$ cat src/rtl/mem_rd_pkg.sv
// rtl/mem_rd_pkg.sv - shared state encoding and default widths for the memory read arbiter
package mem_rd_pkg;

  typedef enum logic [1:0] {
    ST_IDLE = 2'd0,
    ST_READ = 2'd1,
    ST_DONE = 2'd2
  } state_t;

  localparam int DEF_DW = 8;
  localparam int DEF_AW = 8;

endpackage

$ cat src/rtl/mem_read_arbiter_rr_pick.sv
// rtl/mem_read_arbiter_rr_pick.sv - combinational round-robin selector
// Picks the first set req bit after 'last', wrapping from NREQ-1 to 0.
module rr_pick #(
  parameter int NREQ = 2,
  parameter int LW   = (NREQ > 1) ? $clog2(NREQ) : 1
) (
  input  logic [NREQ-1:0] req,
  input  logic [LW-1:0]   last,
  output logic [NREQ-1:0] winner,
  output logic            any
);

  logic found;

  always_comb begin
    winner = '0;
    found  = 1'b0;
    any    = |req;
    // First pass covers indices above the pointer, second pass wraps around.
    for (int i = 0; i < NREQ; i++) begin
      if (!found && req[i] && (i > int'(last))) begin
        winner[i] = 1'b1;
        found     = 1'b1;
      end
    end
    for (int i = 0; i < NREQ; i++) begin
      if (!found && req[i] && (i <= int'(last))) begin
        winner[i] = 1'b1;
        found     = 1'b1;
      end
    end
  end

endmodule

$ cat src/rtl/mem_read_arbiter.sv
// rtl/mem_read_arbiter.sv - round-robin arbiter sharing one level-handshaked memory read port
// IDLE grants a requester, READ waits for data_ready or timeout, DONE waits for data_ready to drop.
module mem_read_arbiter
  import mem_rd_pkg::*;
#(
  parameter int NREQ    = 2,
  parameter int DW      = DEF_DW,
  parameter int AW      = DEF_AW,
  parameter int TIMEOUT = 15
) (
  input  logic               clk,
  input  logic               rst,
  input  logic [NREQ-1:0]    req,
  input  logic [NREQ*AW-1:0] req_addr,
  output logic [NREQ-1:0]    grant,
  output logic [DW-1:0]      rd_data,
  output logic [NREQ-1:0]    rd_valid,
  output logic [NREQ-1:0]    rd_err,
  output logic               busy,
  output logic               mem_read,
  output logic [AW-1:0]      mem_addr,
  input  logic               data_ready,
  input  logic [DW-1:0]      data_bus
);

  localparam int LW = (NREQ > 1) ? $clog2(NREQ) : 1;
  localparam int CW = $clog2(TIMEOUT + 1);

  state_t          state;
  logic [LW-1:0]   last;
  logic [CW-1:0]   cnt;
  logic [NREQ-1:0] winner;
  logic            any;
  logic [LW-1:0]   win_idx;
  logic [AW-1:0]   win_addr;

  rr_pick #(
    .NREQ (NREQ),
    .LW   (LW)
  ) u_rr_pick (
    .req    (req),
    .last   (last),
    .winner (winner),
    .any    (any)
  );

  always_comb begin
    win_idx  = '0;
    win_addr = '0;
    for (int i = 0; i < NREQ; i++) begin
      if (winner[i]) begin
        win_idx  = LW'(i);
        win_addr = req_addr[i*AW +: AW];
      end
    end
  end

  always_ff @(posedge clk) begin
    if (rst) begin
      state    <= ST_IDLE;
      grant    <= '0;
      rd_data  <= '0;
      rd_valid <= '0;
      rd_err   <= '0;
      busy     <= 1'b0;
      mem_read <= 1'b0;
      mem_addr <= '0;
      last     <= LW'(NREQ - 1);
      cnt      <= '0;
    end else begin
      rd_valid <= '0;
      rd_err   <= '0;
      case (state)
        ST_IDLE: begin
          if (any) begin
            grant    <= winner;
            mem_addr <= win_addr;
            mem_read <= 1'b1;
            cnt      <= '0;
            last     <= win_idx;
            busy     <= 1'b1;
            state    <= ST_READ;
          end
        end
        ST_READ: begin
          // Data arriving on the timeout edge still counts as a success.
          if (data_ready) begin
            rd_data  <= data_bus;
            rd_valid <= grant;
            mem_read <= 1'b0;
            state    <= ST_DONE;
          end else if (cnt == CW'(TIMEOUT - 1)) begin
            rd_err   <= grant;
            mem_read <= 1'b0;
            state    <= ST_DONE;
          end else begin
            cnt <= cnt + CW'(1);
          end
        end
        ST_DONE: begin
          if (!data_ready) begin
            grant <= '0;
            busy  <= 1'b0;
            state <= ST_IDLE;
          end
        end
        default: begin
          grant    <= '0;
          busy     <= 1'b0;
          mem_read <= 1'b0;
          state    <= ST_IDLE;
        end
      endcase
    end
  end

endmodule

$ cat config.mk
export PLATFORM = sky130hd
export DESIGN_NAME = mem_read_arbiter
export DESIGN_NICKNAME = d
export VERILOG_FILES = /design/src/rtl/mem_rd_pkg.sv /design/src/rtl/mem_read_arbiter_rr_pick.sv /design/src/rtl/mem_read_arbiter.sv
export SDC_FILE = /design/constraint.sdc
export NUM_CORES = 1
export LEC_CHECK = 0
export ABC_AREA = 0
export CORE_ASPECT_RATIO = 0.9
export CORE_MARGIN = 1.5
export CORE_UTILIZATION = 35
export DETAILED_ROUTE_END_ITERATION = 6
export PLACE_DENSITY = 0.78
export SYNTH_ARGS = -nofsm -noshare
export SYNTH_HDL_FRONTEND = slang
export SYNTH_SLANG_ARGS = --single-unit
$ cat constraint.sdc
create_clock -name clk -period 1.7 [get_ports clk]
set_input_delay 0.34 -clock clk [delete_from_list [all_inputs] [get_ports clk]]
set_output_delay 0.34 -clock clk [all_outputs]
set_load 0.01 [all_outputs]
### Word-level counts from Yosys, hierarchy flattened

Cells that the tools add are included.

| operators by class | value |
|---|---|
| bitwise gates (word level) | 3 |
| equality and inequality tests | 8 |
| reduce and logical (&&, ||, !) cells | 18 |
| $add $sub $neg | 1 |
| multiplexer cells | 25 |
| $lt $le $gt $ge | 2 |

Operators with widths:

| cell | number |
|---|---|
| 8-bit 2-to-1 mux | 2 |
| 2-bit 2-to-1 mux | 6 |
| 4-bit 2-to-1 mux | 3 |
| 2-bit one-hot mux with 3 select lines | 2 |
| 1-bit 2-to-1 mux | 9 |
| 3-bit AND reduction | 3 |
| 2-bit inequality test, second input constant | 4 |
| 4-bit one-hot mux with 2 select lines | 1 |
| 1-bit one-hot mux with 3 select lines | 2 |
| 2-bit AND reduction | 3 |
| 4-bit by 1-bit adder with 4-bit output, second input constant | 1 |
| 4-bit equality test, second input constant | 1 |
| 1-bit logical AND | 4 |
| 4-bit AND reduction | 1 |
| 2-bit OR reduction | 2 |
| 4-bit OR reduction | 1 |
| 3-bit inequality test, second input constant | 1 |
| 1-bit NOT | 3 |
| 2-bit by 1-bit equality test with 1-bit output, second input constant | 1 |
| 2-bit equality test, second input constant | 1 |
| 1-bit logical NOT | 2 |
| 2-bit logical NOT | 1 |
| 2-bit nonzero test | 1 |
| 1-bit greater-than comparator, first input constant | 1 |
| 1-bit <= comparator, first input constant | 1 |

| word-level totals | value |
|---|---|
| flip-flop bits (word level) | 31 |
| logic and storage cells | 67 |
| output and inout bits | 24 |

### Longest topological paths before layout

Gate-level depths: netlist of run 1.

| logic depth | value |
|---|---|
| word-level depth | 12 |
| mapped depth | 6 |
| gate-level depth less buffers | 5 |

### By module

A second synthesis of run 1 with hierarchy kept.

| unflattened totals | value |
|---|---|
| cells, all modules | 146 |
| area, all modules | 1371.3 µm² |

By module, submodules not included:

| module | area an instance (µm²) | instances | cells an instance |
|---|---|---|---|
| mem_read_arbiter | 1346.3 | 1 | 142 |
| rr_pick | 25.0 | 1 | 4 |

### Worst setup path after synthesis of run 1

Ideal clock, no wire load.

| path | value |
|---|---|
| kind | register to register |
| start | register cnt[0] |
| end | register cnt[1] |
| data required time | 1629 ps |
| cell stages (with the launch flop) | 7 |
| arrival | 1441 ps |
| period minus slack after synthesis | 1512 ps |
| setup slack | 188 ps |
| path through | dfxtp_1 inv_1 ha_1 and3_1 clkbuf_1 or3_2 a21oi_1 |

| between the ends | value |
|---|---|
| cells in the longest elaborated chain, start to end | 4 |
| elaborated cells between the ends (all ways) | 7 |
| classes of those cells | add/sub: 1; eq/ne: 2; mux: 3; reduce/logical: 1 |

Ends and longest elaborated chain:

| what | line | text |
|---|---|---|
| start: declaration | mem_read_arbiter.sv:31 | `logic [CW-1:0] cnt;` |
| start signal: assignment | mem_read_arbiter.sv:97 | `cnt <= cnt + CW'(1);` |
| 4-bit by 1-bit adder with 4-bit output | mem_read_arbiter.sv:97 |  |
| 4-bit 2-to-1 mux | mem_read_arbiter.sv:92 | `end else if (cnt == CW'(TIMEOUT - 1)) begin` |
| 4-bit 2-to-1 mux | mem_read_arbiter.sv:87 | `if (data_ready) begin` |
| 4-bit one-hot mux with 2 select lines | mem_read_arbiter.sv:73 | `case (state)` |

Several ways; a longest one is shown, not always the timed one. The select of a mux whose other input is x is not followed.
A chain may end at the register's enable or synchronous reset.

### Worst setup path in the final report of run 1

Ends and elaborated chain as after synthesis.

==> results of run 1 <==
-- stage by stage --
stage	hold WS (ns)	setup TNS (ns)	utilization, %	area, um2	worst slack (ns)
finish	0.488	0	58.8	2030	0.134
global route	0.514	0	58.8	2030	0.00464
CTS	0.492	0	58.8	2030	0.127
detailed placement	0.477	-0.213	55.5	1920	-0.148
global placement	0.466	-0.161	55.5	1920	-0.120
floorplan	0.469	0	-	1290	0.188
-- tightest hold or removal path, stage by stage, from the launching register on --
cell	delay [ns]
sky130_fd_sc_hd__dfxtp_1	0.31
sky130_fd_sc_hd__o21ai_0	0.07
sky130_fd_sc_hd__a31oi_1	0.07
-- per-layer routing --
| layer | share of wire, % | global-route usage [%] | vias up |
|---|---|---|---|
| li1 | - | - | 652 |
| met1 | 47 | 22.2 | 617 |
| met2 | 45 | 28.6 | 48 |
| met3 | 8.2 | 5.75 | 2 |
| met4 | 0.28 | 3.50 | 0 |
| met5 | 0 | 0 | - |
-- layout make-up --
class | count | area share, %
sequential | 31 | 30.6
timing repair buffer | 65 | 30.4
multi-input combinational | 98 | 30.0
clock buffer | 5 | 3.39
tap | 44 | 2.71
clock inverter | 3 | 2.16
inverter | 4 | 0.739
-- where the power goes --
group	switching [W]	internal, W
Combinational	0.000158	0.000202
Sequential	0.0000289	0.000773
Clock	0.000278	0.000436
-- worst paths after layout --
check,startpoint,endpoint,slack [ns],cells past startpoint
setup / recovery,cnt[0],cnt[1],0.13,5
hold / removal,mem_addr[5],mem_addr[5],0.49,2
setup reg to reg,cnt[0],cnt[1],0.13,5
hold reg to reg,mem_addr[5],mem_addr[5],0.49,2
-- flip-flops by register name (all words and copies together) (netlist names) --
signal and count:
rd_data 8, mem_read 1, mem_addr 8, last 1, state 2, grant 2
rd_valid 2, cnt 4, rd_err 2, busy 1
-- cells in the final DEF, fill, tap and decap left out, types with 2 or more instances in the layout --
| cell type | instances |
|---|---|
| sky130_fd_sc_hd__or2_2 | 2 |
| sky130_fd_sc_hd__a21oi_1 | 5 |
| sky130_fd_sc_hd__and3_1 | 2 |
| sky130_fd_sc_hd__nand2_1 | 6 |
| sky130_fd_sc_hd__buf_4 | 13 |
| sky130_fd_sc_hd__clkdlybuf4s50_1 | 52 |
| sky130_fd_sc_hd__dfxtp_1 | 31 |
| sky130_fd_sc_hd__ha_1 | 2 |
| sky130_fd_sc_hd__o221ai_1 | 2 |
| sky130_fd_sc_hd__clkbuf_8 | 5 |
| sky130_fd_sc_hd__mux2i_1 | 8 |
| sky130_fd_sc_hd__o21ai_0 | 12 |
| sky130_fd_sc_hd__nand4_1 | 10 |
| sky130_fd_sc_hd__nand3_1 | 11 |
| sky130_fd_sc_hd__a31oi_1 | 9 |
| sky130_fd_sc_hd__nor2_1 | 14 |
| sky130_fd_sc_hd__inv_1 | 4 |
-- logic make-up after synthesis --
group | count (synthesis)
DFF | 31
AOI/OAI and AO/OA | 36
buffers and inverters | 15
and+or+nand+nor | 52
muxes | 8
adders and majority gates | 2
==> run_summary.xml, run 1 <==
<?xml version="1.0" encoding="UTF-8"?>
<metrics>
  <group name="outcome">
    <metric name="outcome" unit="">complete, no violations</metric>
  </group>
  <group name="power_and_ir_drop">
    <metric name="vdd_drop_max" unit="V">0.000681</metric>
    <metric name="total_leakage_power" unit="nW">0.803</metric>
    <metric name="post_layout_total_power" unit="W">0.00188</metric>
    <metric name="power-per-cell-area" unit="nW/um2">924</metric>
  </group>
  <group name="sta">
    <metric name="setup_viol" unit="">0</metric>
    <metric name="tightest_slew" unit="ns">0.328</metric>
    <metric name="fmax" unit="MHz">639</metric>
    <metric name="worst_clock_skew" unit="ns">0.00838</metric>
    <metric name="rsz0062_at_grt" unit="">false</metric>
    <metric name="layout_min_cycle_time" unit="ns">1.57</metric>
    <metric name="report.final.hold_viol_count" unit="">0</metric>
    <metric name="maxSlewHeadroom" unit="%">78.1</metric>
    <metric name="timing.final.crit_share" unit="%">92.1</metric>
    <metric name="drv_slew" unit="">0</metric>
  </group>
  <group name="detailed_routing">
    <metric name="routedWlPerCell" unit="um">13.0</metric>
    <metric name="route.vias.total" unit="">1319</metric>
    <metric name="avgViaCountPerCell" unit="">5.28</metric>
    <metric name="dr.pass1.iters" unit="">4</metric>
    <metric name="drt-total-wl" unit="um">3260</metric>
    <metric name="drtAntennaViolNets" unit="">0</metric>
    <metric name="drc_errors" unit="">0</metric>
    <metric name="dr.first_iter.drc_count" unit="">53</metric>
  </group>
  <group name="floorplan">
    <metric name="floorplan.initialDensity" unit="%">37.3</metric>
    <metric name="die_y" unit="um">60.5</metric>
    <metric name="die_width" unit="um">66.9</metric>
    <metric name="floorplan.rows" unit="">20</metric>
    <metric name="core_region_area" unit="um2">3450</metric>
    <metric name="floorplan.io_pins" unit="">53</metric>
    <metric name="floorplan.die_area" unit="um2">4050</metric>
  </group>
  <group name="placed_design">
    <metric name="hpwlAfterDp" unit="um">2440</metric>
    <metric name="place_inst" unit="">242</metric>
    <metric name="place.port_buffers" unit="">52</metric>
    <metric name="gpl.final_weighted_congestion" unit="">0.810</metric>
  </group>
  <group name="layout">
    <metric name="combined_area_of_the_multi_input_logic_cells" unit="um2">609</metric>
    <metric name="layout.filler_cells" unit="">311</metric>
    <metric name="final_cells" unit="">250</metric>
    <metric name="post_route_cells_drive_above_1_share" unit="%">13.1</metric>
    <metric name="antenna_cells_inserted" unit="">0</metric>
    <metric name="final-seq-area" unit="um2">621</metric>
    <metric name="fin_nets" unit="">236</metric>
    <metric name="syn2layout_area_growth" unit="%">57.7</metric>
  </group>
  <group name="setup_path">
    <metric name="worstSetupPathType" unit="">flip-flop to flip-flop</metric>
    <metric name="worst-endpoint-required" unit="ns">1.91</metric>
    <metric name="critical_path.endpoint_type" unit="">flip-flop</metric>
    <metric name="worst_setup_sp_type" unit="">flip-flop</metric>
    <metric name="critical_path_peak_fanout" unit="">6</metric>
    <metric name="critical_path.cell_chain" unit="">inv_1 -&gt; ha_1 -&gt; and3_1 -&gt; or3_2 -&gt; a21oi_1</metric>
    <metric name="critical_path.top_delay_family" unit="">simple AND/OR/NAND/NOR gates</metric>
    <metric name="slowest_stage_delay_cp" unit="ns">0.47</metric>
    <metric name="slowest_stage" unit="">sky130_fd_sc_hd__or3_2</metric>
    <metric name="worstPathArrival" unit="ns">1.78</metric>
    <metric name="critical_path.n_buffers_inverters" unit="">1</metric>
  </group>
  <group name="clocking">
    <metric name="clk_path_buf_depth" unit="">2</metric>
    <metric name="cts_hold_buffers" unit="">0</metric>
    <metric name="cts.sink_count" unit="">31</metric>
    <metric name="insertion_delay" unit="ns">0.27</metric>
    <metric name="number_of_clock_buffers_inserted_by_tritoncts" unit="">5</metric>
    <metric name="postCtsSetupRepairBufs" unit="">0</metric>
    <metric name="cts_root_buffer" unit="">sky130_fd_sc_hd__clkbuf_8</metric>
    <metric name="cts_tree" unit="">yes</metric>
    <metric name="cts.htree.levels" unit="">2</metric>
    <metric name="clkSlewWorstSetupHoldPaths" unit="ns">0.07</metric>
    <metric name="cts_resized" unit="">0</metric>
  </group>
  <group name="synthesis">
    <metric name="unique_masters_post_synth" unit="">31</metric>
    <metric name="syn-mean-instance-area" unit="um2">8.94</metric>
    <metric name="yosys_register_bits" unit="">31</metric>
    <metric name="synth_seq_area_share" unit="%">48.2</metric>
    <metric name="mappedNetlistArea" unit="um2">1290</metric>
    <metric name="synthesis.nets" unit="">175</metric>
    <metric name="synth_simple_gate_area_share" unit="%">21.2</metric>
    <metric name="synth_commonest_cells" unit="">31 x sky130_fd_sc_hd__dfxtp_1, 14 x sky130_fd_sc_hd__nor2_1, 12 x sky130_fd_sc_hd__o21ai_0, 11 x sky130_fd_sc_hd__nand3_1</metric>
    <metric name="combinational_family_with_the_most_area_after_synthesis" unit="">simple AND/OR/NAND/NOR gates</metric>
    <metric name="synthAdderAreaFrac" unit="%">1.94</metric>
    <metric name="synth_edf_count" unit="">0</metric>
    <metric name="synth_top_cell_area_share" unit="%">48.2</metric>
    <metric name="ys.flop_type" unit="">sky130_fd_sc_hd__dfxtp_1</metric>
    <metric name="ys_top_cells_by_area" unit="">sky130_fd_sc_hd__dfxtp_1 48%, sky130_fd_sc_hd__mux2i_1 6.2%, sky130_fd_sc_hd__nand4_1 4.9%, sky130_fd_sc_hd__o21ai_0 4.7%, sky130_fd_sc_hd__a31oi_1 4.4%</metric>
    <metric name="post_synthesis_share_of_cell_area_spent_on_xor_and_xnor_gates" unit="%">0</metric>
    <metric name="synthMuxAreaShare" unit="%">6.22</metric>
    <metric name="yosysMostFrequentCell" unit="">sky130_fd_sc_hd__dfxtp_1</metric>
    <metric name="gate_count_post_synth" unit="">144</metric>
    <metric name="synthArstFlopShare" unit="%">0</metric>
    <metric name="netlist.top_cell.by_area" unit="">sky130_fd_sc_hd__dfxtp_1</metric>
    <metric name="synth-compound-area-share" unit="%">18.0</metric>
    <metric name="yosysWarnings" unit="">0</metric>
  </group>
  <group name="grt">
    <metric name="first_global_vias" unit="">1272</metric>
    <metric name="number_of_antenna_violations_at_the_first_check_in_global_routing" unit="">0</metric>
    <metric name="globalRouteOverflowTotal" unit="">0</metric>
    <metric name="grt_first_pass_wirelength" unit="um">5430</metric>
    <metric name="global_route.usage.total" unit="%">17.2</metric>
    <metric name="grt_max_degree" unit="">14</metric>
  </group>
  <group name="job">
    <metric name="timing.max_cap.violations" unit="">0</metric>
  </group>
  <group name="min_path">
    <metric name="min_path_type" unit="">flip-flop to flip-flop</metric>
  </group>
</metrics>
No activity file was read; power rests on OpenSTA's default activity.
==> run 2: changes to the inputs <==
- CORE_UTILIZATION: 35 -> 43
- PLACE_DENSITY: 0.78 -> 0.9
- SYNTH_HIERARCHICAL: not set -> 1
==> run 2 against run 1 <==
Compared with the run above:
- die area shrank 13%
- sequential power is 1% higher
- largest cell class is now multi-input combinational cells
- core utilization is 7.8 points higher
- worst hold slack better by 0.0029 ns
- highest routed layer unchanged
- synthesized area up 6.5%
- clock skew is 0.0032 ns higher
- non-clock buffer count down 2
==> run_summary.xml, run 2 <==
<?xml version="1.0" encoding="UTF-8"?>
<metrics>
  <group name="synthesis">
    <metric name="mappedNetlistArea" unit="um2">1370</metric>
    <metric name="unique_masters_post_synth" unit="">36</metric>
    <metric name="gate_count_post_synth" unit="">146</metric>
    <metric name="syn-mean-instance-area" unit="um2">9.39</metric>
    <metric name="yosys_register_bits" unit="">31</metric>
    <metric name="synthesis.nets" unit="">177</metric>
    <metric name="synth_commonest_cells" unit="">31 x sky130_fd_sc_hd__dfxtp_1, 22 x sky130_fd_sc_hd__nor2_1, 9 x sky130_fd_sc_hd__mux2i_1, 7 x sky130_fd_sc_hd__a22oi_1</metric>
    <metric name="ys_top_cells_by_area" unit="">sky130_fd_sc_hd__dfxtp_1 45%, sky130_fd_sc_hd__mux2i_1 6.6%, sky130_fd_sc_hd__nor2_1 6.0%, sky130_fd_sc_hd__a22oi_1 3.8%, sky130_fd_sc_hd__a211oi_1 3.3%</metric>
    <metric name="synth_top_cell_area_share" unit="%">45.3</metric>
    <metric name="yosysMostFrequentCell" unit="">sky130_fd_sc_hd__dfxtp_1</metric>
    <metric name="yosysWarnings" unit="">6</metric>
    <metric name="synth_edf_count" unit="">0</metric>
    <metric name="netlist.top_cell.by_area" unit="">sky130_fd_sc_hd__dfxtp_1</metric>
    <metric name="synth_seq_area_share" unit="%">45.3</metric>
    <metric name="synthArstFlopShare" unit="%">0</metric>
    <metric name="ys.flop_type" unit="">sky130_fd_sc_hd__dfxtp_1</metric>
  </group>
  <group name="layout">
    <metric name="utilization" unit="%">66.6</metric>
    <metric name="biggestRegsByFlops" unit="">mem_addr x8, rd_data x8, cnt x4</metric>
    <metric name="final-seq-area" unit="um2">621</metric>
    <metric name="most_frequent_cells_in_the_layout" unit="">52 x sky130_fd_sc_hd__clkdlybuf4s50_1, 31 x sky130_fd_sc_hd__dfxtp_1, 22 x sky130_fd_sc_hd__nor2_1</metric>
    <metric name="fin_nets" unit="">237</metric>
    <metric name="layout.filler_cells" unit="">260</metric>
    <metric name="post-route-cell-area" unit="um2">2030</metric>
    <metric name="most_common_library_cell_in_the_layout_ignoring_fill_and_taps" unit="">sky130_fd_sc_hd__clkdlybuf4s50_1</metric>
    <metric name="post_route_cells_drive_above_1_share" unit="%">12.1</metric>
    <metric name="antenna_cells_inserted" unit="">0</metric>
    <metric name="syn2layout_area_growth" unit="%">47.8</metric>
    <metric name="combined_area_of_the_multi_input_logic_cells" unit="um2">669</metric>
  </group>
  <group name="power_and_ir_drop">
    <metric name="internal-power" unit="W">0.00117</metric>
    <metric name="total_leakage_power" unit="nW">0.848</metric>
    <metric name="power-per-cell-area" unit="nW/um2">800</metric>
    <metric name="combPwrFrac" unit="%">24.8</metric>
    <metric name="vdd_drop_max" unit="V">0.000515</metric>
    <metric name="power_switching" unit="W">0.000451</metric>
    <metric name="clock_power_share" unit="%">25.1</metric>
    <metric name="power.share.sequential" unit="%">50.1</metric>
    <metric name="netSwitchingFraction" unit="%">27.8</metric>
  </group>
  <group name="grt">
    <metric name="globalRouteOverflowTotal" unit="">0</metric>
    <metric name="global_route.usage.total" unit="%">19.6</metric>
    <metric name="number_of_antenna_violations_at_the_first_check_in_global_routing" unit="">0</metric>
    <metric name="first_global_vias" unit="">1185</metric>
    <metric name="grt_max_degree" unit="">18</metric>
    <metric name="grt_first_pass_wirelength" unit="um">5480</metric>
  </group>
  <group name="setup_path">
    <metric name="worstPathArrival" unit="ns">1.86</metric>
    <metric name="worst-endpoint-required" unit="ns">1.93</metric>
    <metric name="worstSetupPathType" unit="">input pin to flip-flop</metric>
    <metric name="timing.critical_path.from" unit="">req[1]</metric>
    <metric name="critical_path_peak_fanout" unit="">4</metric>
    <metric name="worst_setup_sp_type" unit="">input pin</metric>
    <metric name="worst_r2r_startpoint" unit="">cnt[0]</metric>
    <metric name="critical_path.endpoint_type" unit="">flip-flop</metric>
  </group>
  <group name="sta">
    <metric name="rsz0062_at_grt" unit="">false</metric>
    <metric name="worst_clock_skew" unit="ns">0.0116</metric>
    <metric name="setup_viol" unit="">0</metric>
    <metric name="drv_slew" unit="">0</metric>
    <metric name="report.final.hold_viol_count" unit="">0</metric>
    <metric name="layout_min_cycle_time" unit="ns">1.62</metric>
    <metric name="timing.final.crit_share" unit="%">95.6</metric>
    <metric name="maxSlewHeadroom" unit="%">74.6</metric>
    <metric name="fmax" unit="MHz">615</metric>
    <metric name="whs" unit="ns">0.491</metric>
    <metric name="tightest_slew" unit="ns">0.379</metric>
  </group>
  <group name="clocking">
    <metric name="postCtsSetupRepairBufs" unit="">0</metric>
    <metric name="cts_resized" unit="">0</metric>
    <metric name="cts.sink_count" unit="">31</metric>
    <metric name="number_of_clock_buffers_inserted_by_tritoncts" unit="">5</metric>
    <metric name="cts.htree.levels" unit="">2</metric>
    <metric name="cts_hold_buffers" unit="">0</metric>
    <metric name="cts_tree" unit="">yes</metric>
    <metric name="cts_root_buffer" unit="">sky130_fd_sc_hd__clkbuf_4</metric>
    <metric name="clkSlewWorstSetupHoldPaths" unit="ns">0.10</metric>
    <metric name="insertion_delay" unit="ns">0.34</metric>
    <metric name="clk_path_buf_depth" unit="">2</metric>
  </group>
  <group name="floorplan">
    <metric name="floorplan.io_pins" unit="">53</metric>
    <metric name="floorplan.rows" unit="">19</metric>
    <metric name="die_width" unit="um">62.5</metric>
    <metric name="core_region_area" unit="um2">3040</metric>
    <metric name="die_y" unit="um">56.6</metric>
    <metric name="floorplan.die_area" unit="um2">3540</metric>
    <metric name="floorplan.initialDensity" unit="%">45.1</metric>
  </group>
  <group name="detailed_routing">
    <metric name="avgViaCountPerCell" unit="">4.97</metric>
    <metric name="dr.pass1.iters" unit="">4</metric>
    <metric name="drt-total-wl" unit="um">3120</metric>
    <metric name="drc_errors" unit="">0</metric>
    <metric name="routedWlPerCell" unit="um">12.5</metric>
    <metric name="route.vias.total" unit="">1238</metric>
    <metric name="dr.first_iter.drc_count" unit="">73</metric>
    <metric name="drtAntennaViolNets" unit="">0</metric>
  </group>
  <group name="job">
    <metric name="timing.max_cap.violations" unit="">0</metric>
  </group>
  <group name="placed_design">
    <metric name="gpl.final_weighted_congestion" unit="">0.765</metric>
    <metric name="hpwlAfterDp" unit="um">2360</metric>
    <metric name="place.port_buffers" unit="">52</metric>
    <metric name="detailed_place.area" unit="um2">1980</metric>
  </group>
  <group name="min_path">
    <metric name="min_path_type" unit="">flip-flop to flip-flop</metric>
    <metric name="holdCritStartpoint" unit="">busy</metric>
  </group>
  <group name="outcome">
    <metric name="outcome" unit="">complete, no violations</metric>
  </group>
</metrics>
run 2: cell count changes after synthesis, sizes merged, moves of 3 or more:
cell    previous run  this run
nor2              14        23
a31oi              9         1
nor2b              0         5
nand3             11         4
nand4             10         0
mux2               0         3
a22oi              0         7
clkbuf            10         3
buf                1         7
o21ai             12         4
a211oi             1         7
run 2: metrics by stage:
step	std cells	setup WS, ns	setup TNS, ns	power, W
2_1_floorplan	146	0.210	0	0.00103
3_3_place_gp	241	-0.228	-1.31	0.00122
3_5_place_dp	241	-0.265	-1.81	0.00123
4_1_cts	249	0.0735	0	0.00163
5_1_grt	249	0.0140	0	0.00172
6_report	249	0.0752	0	0.00162
run 2: path summary, 6_finish.rpt:
kind | cells after the start | slack [ns] | end
max | 5 | 0.08 | cnt[1]
min | 2 | 0.49 | busy
max reg2reg | 5 | 0.13 | cnt[1]
min reg2reg | 2 | 0.49 | busy
run 2: cell families (layout without fill, tap and decap cells):
kind of cell	Yosys count	in the layout	share of synthesized area, %
AO/OA/AOI/OAI	32	32	17.5
adder cells (fa/ha/maj)	2	2	1.82
buffers and inverters	15	76	5.93
flip-flops	31	31	45.3
multiplexers	12	12	9.03
AND/OR/NAND/NOR	54	54	20.4
run 2: layer usage:
| metal | global-route usage, % | share of wire [%] | vias to the layer above |
|---|---|---|---|
| li1 | - | - | 635 |
| met1 | 25.1 | 48 | 575 |
| met2 | 30.7 | 47 | 21 |
| met3 | 4.81 | 2.9 | 7 |
| met4 | 10.2 | 2.1 | 0 |
| met5 | 0 | 0 | - |
run 2: area by class of cell:
cell class | count | share of cell area (%)
multi-input cells | 100 | 33.0
inverters | 5 | 0.926
flip-flops and latches | 31 | 30.6
clock inverters | 1 | 0.247
well taps | 42 | 2.59
repair buffers | 63 | 30.4
clock buffers | 7 | 2.22
run 2: critical path, stage by stage:
cell and delay (ns):
sky130_fd_sc_hd__clkdlybuf4s50_1 0.43, sky130_fd_sc_hd__or2_1 0.25, sky130_fd_sc_hd__nor2b_1 0.16, sky130_fd_sc_hd__o221ai_2 0.30, sky130_fd_sc_hd__mux2_2 0.37
run 2: power groups by stage:
| stage | sequential [W] | clock (W) | combinational, W |
|---|---|---|---|
| after CTS | 0.000813 | 0.000419 | 0.000403 |
| after global placement | 0.000829 | 0 | 0.000393 |
| after detailed placement | 0.000830 | 0 | 0.000400 |
| final | 0.000813 | 0.000407 | 0.000402 |
| after floorplan | 0.000839 | 0 | 0.000189 |
| after global routing | 0.000821 | 0.000460 | 0.000439 |
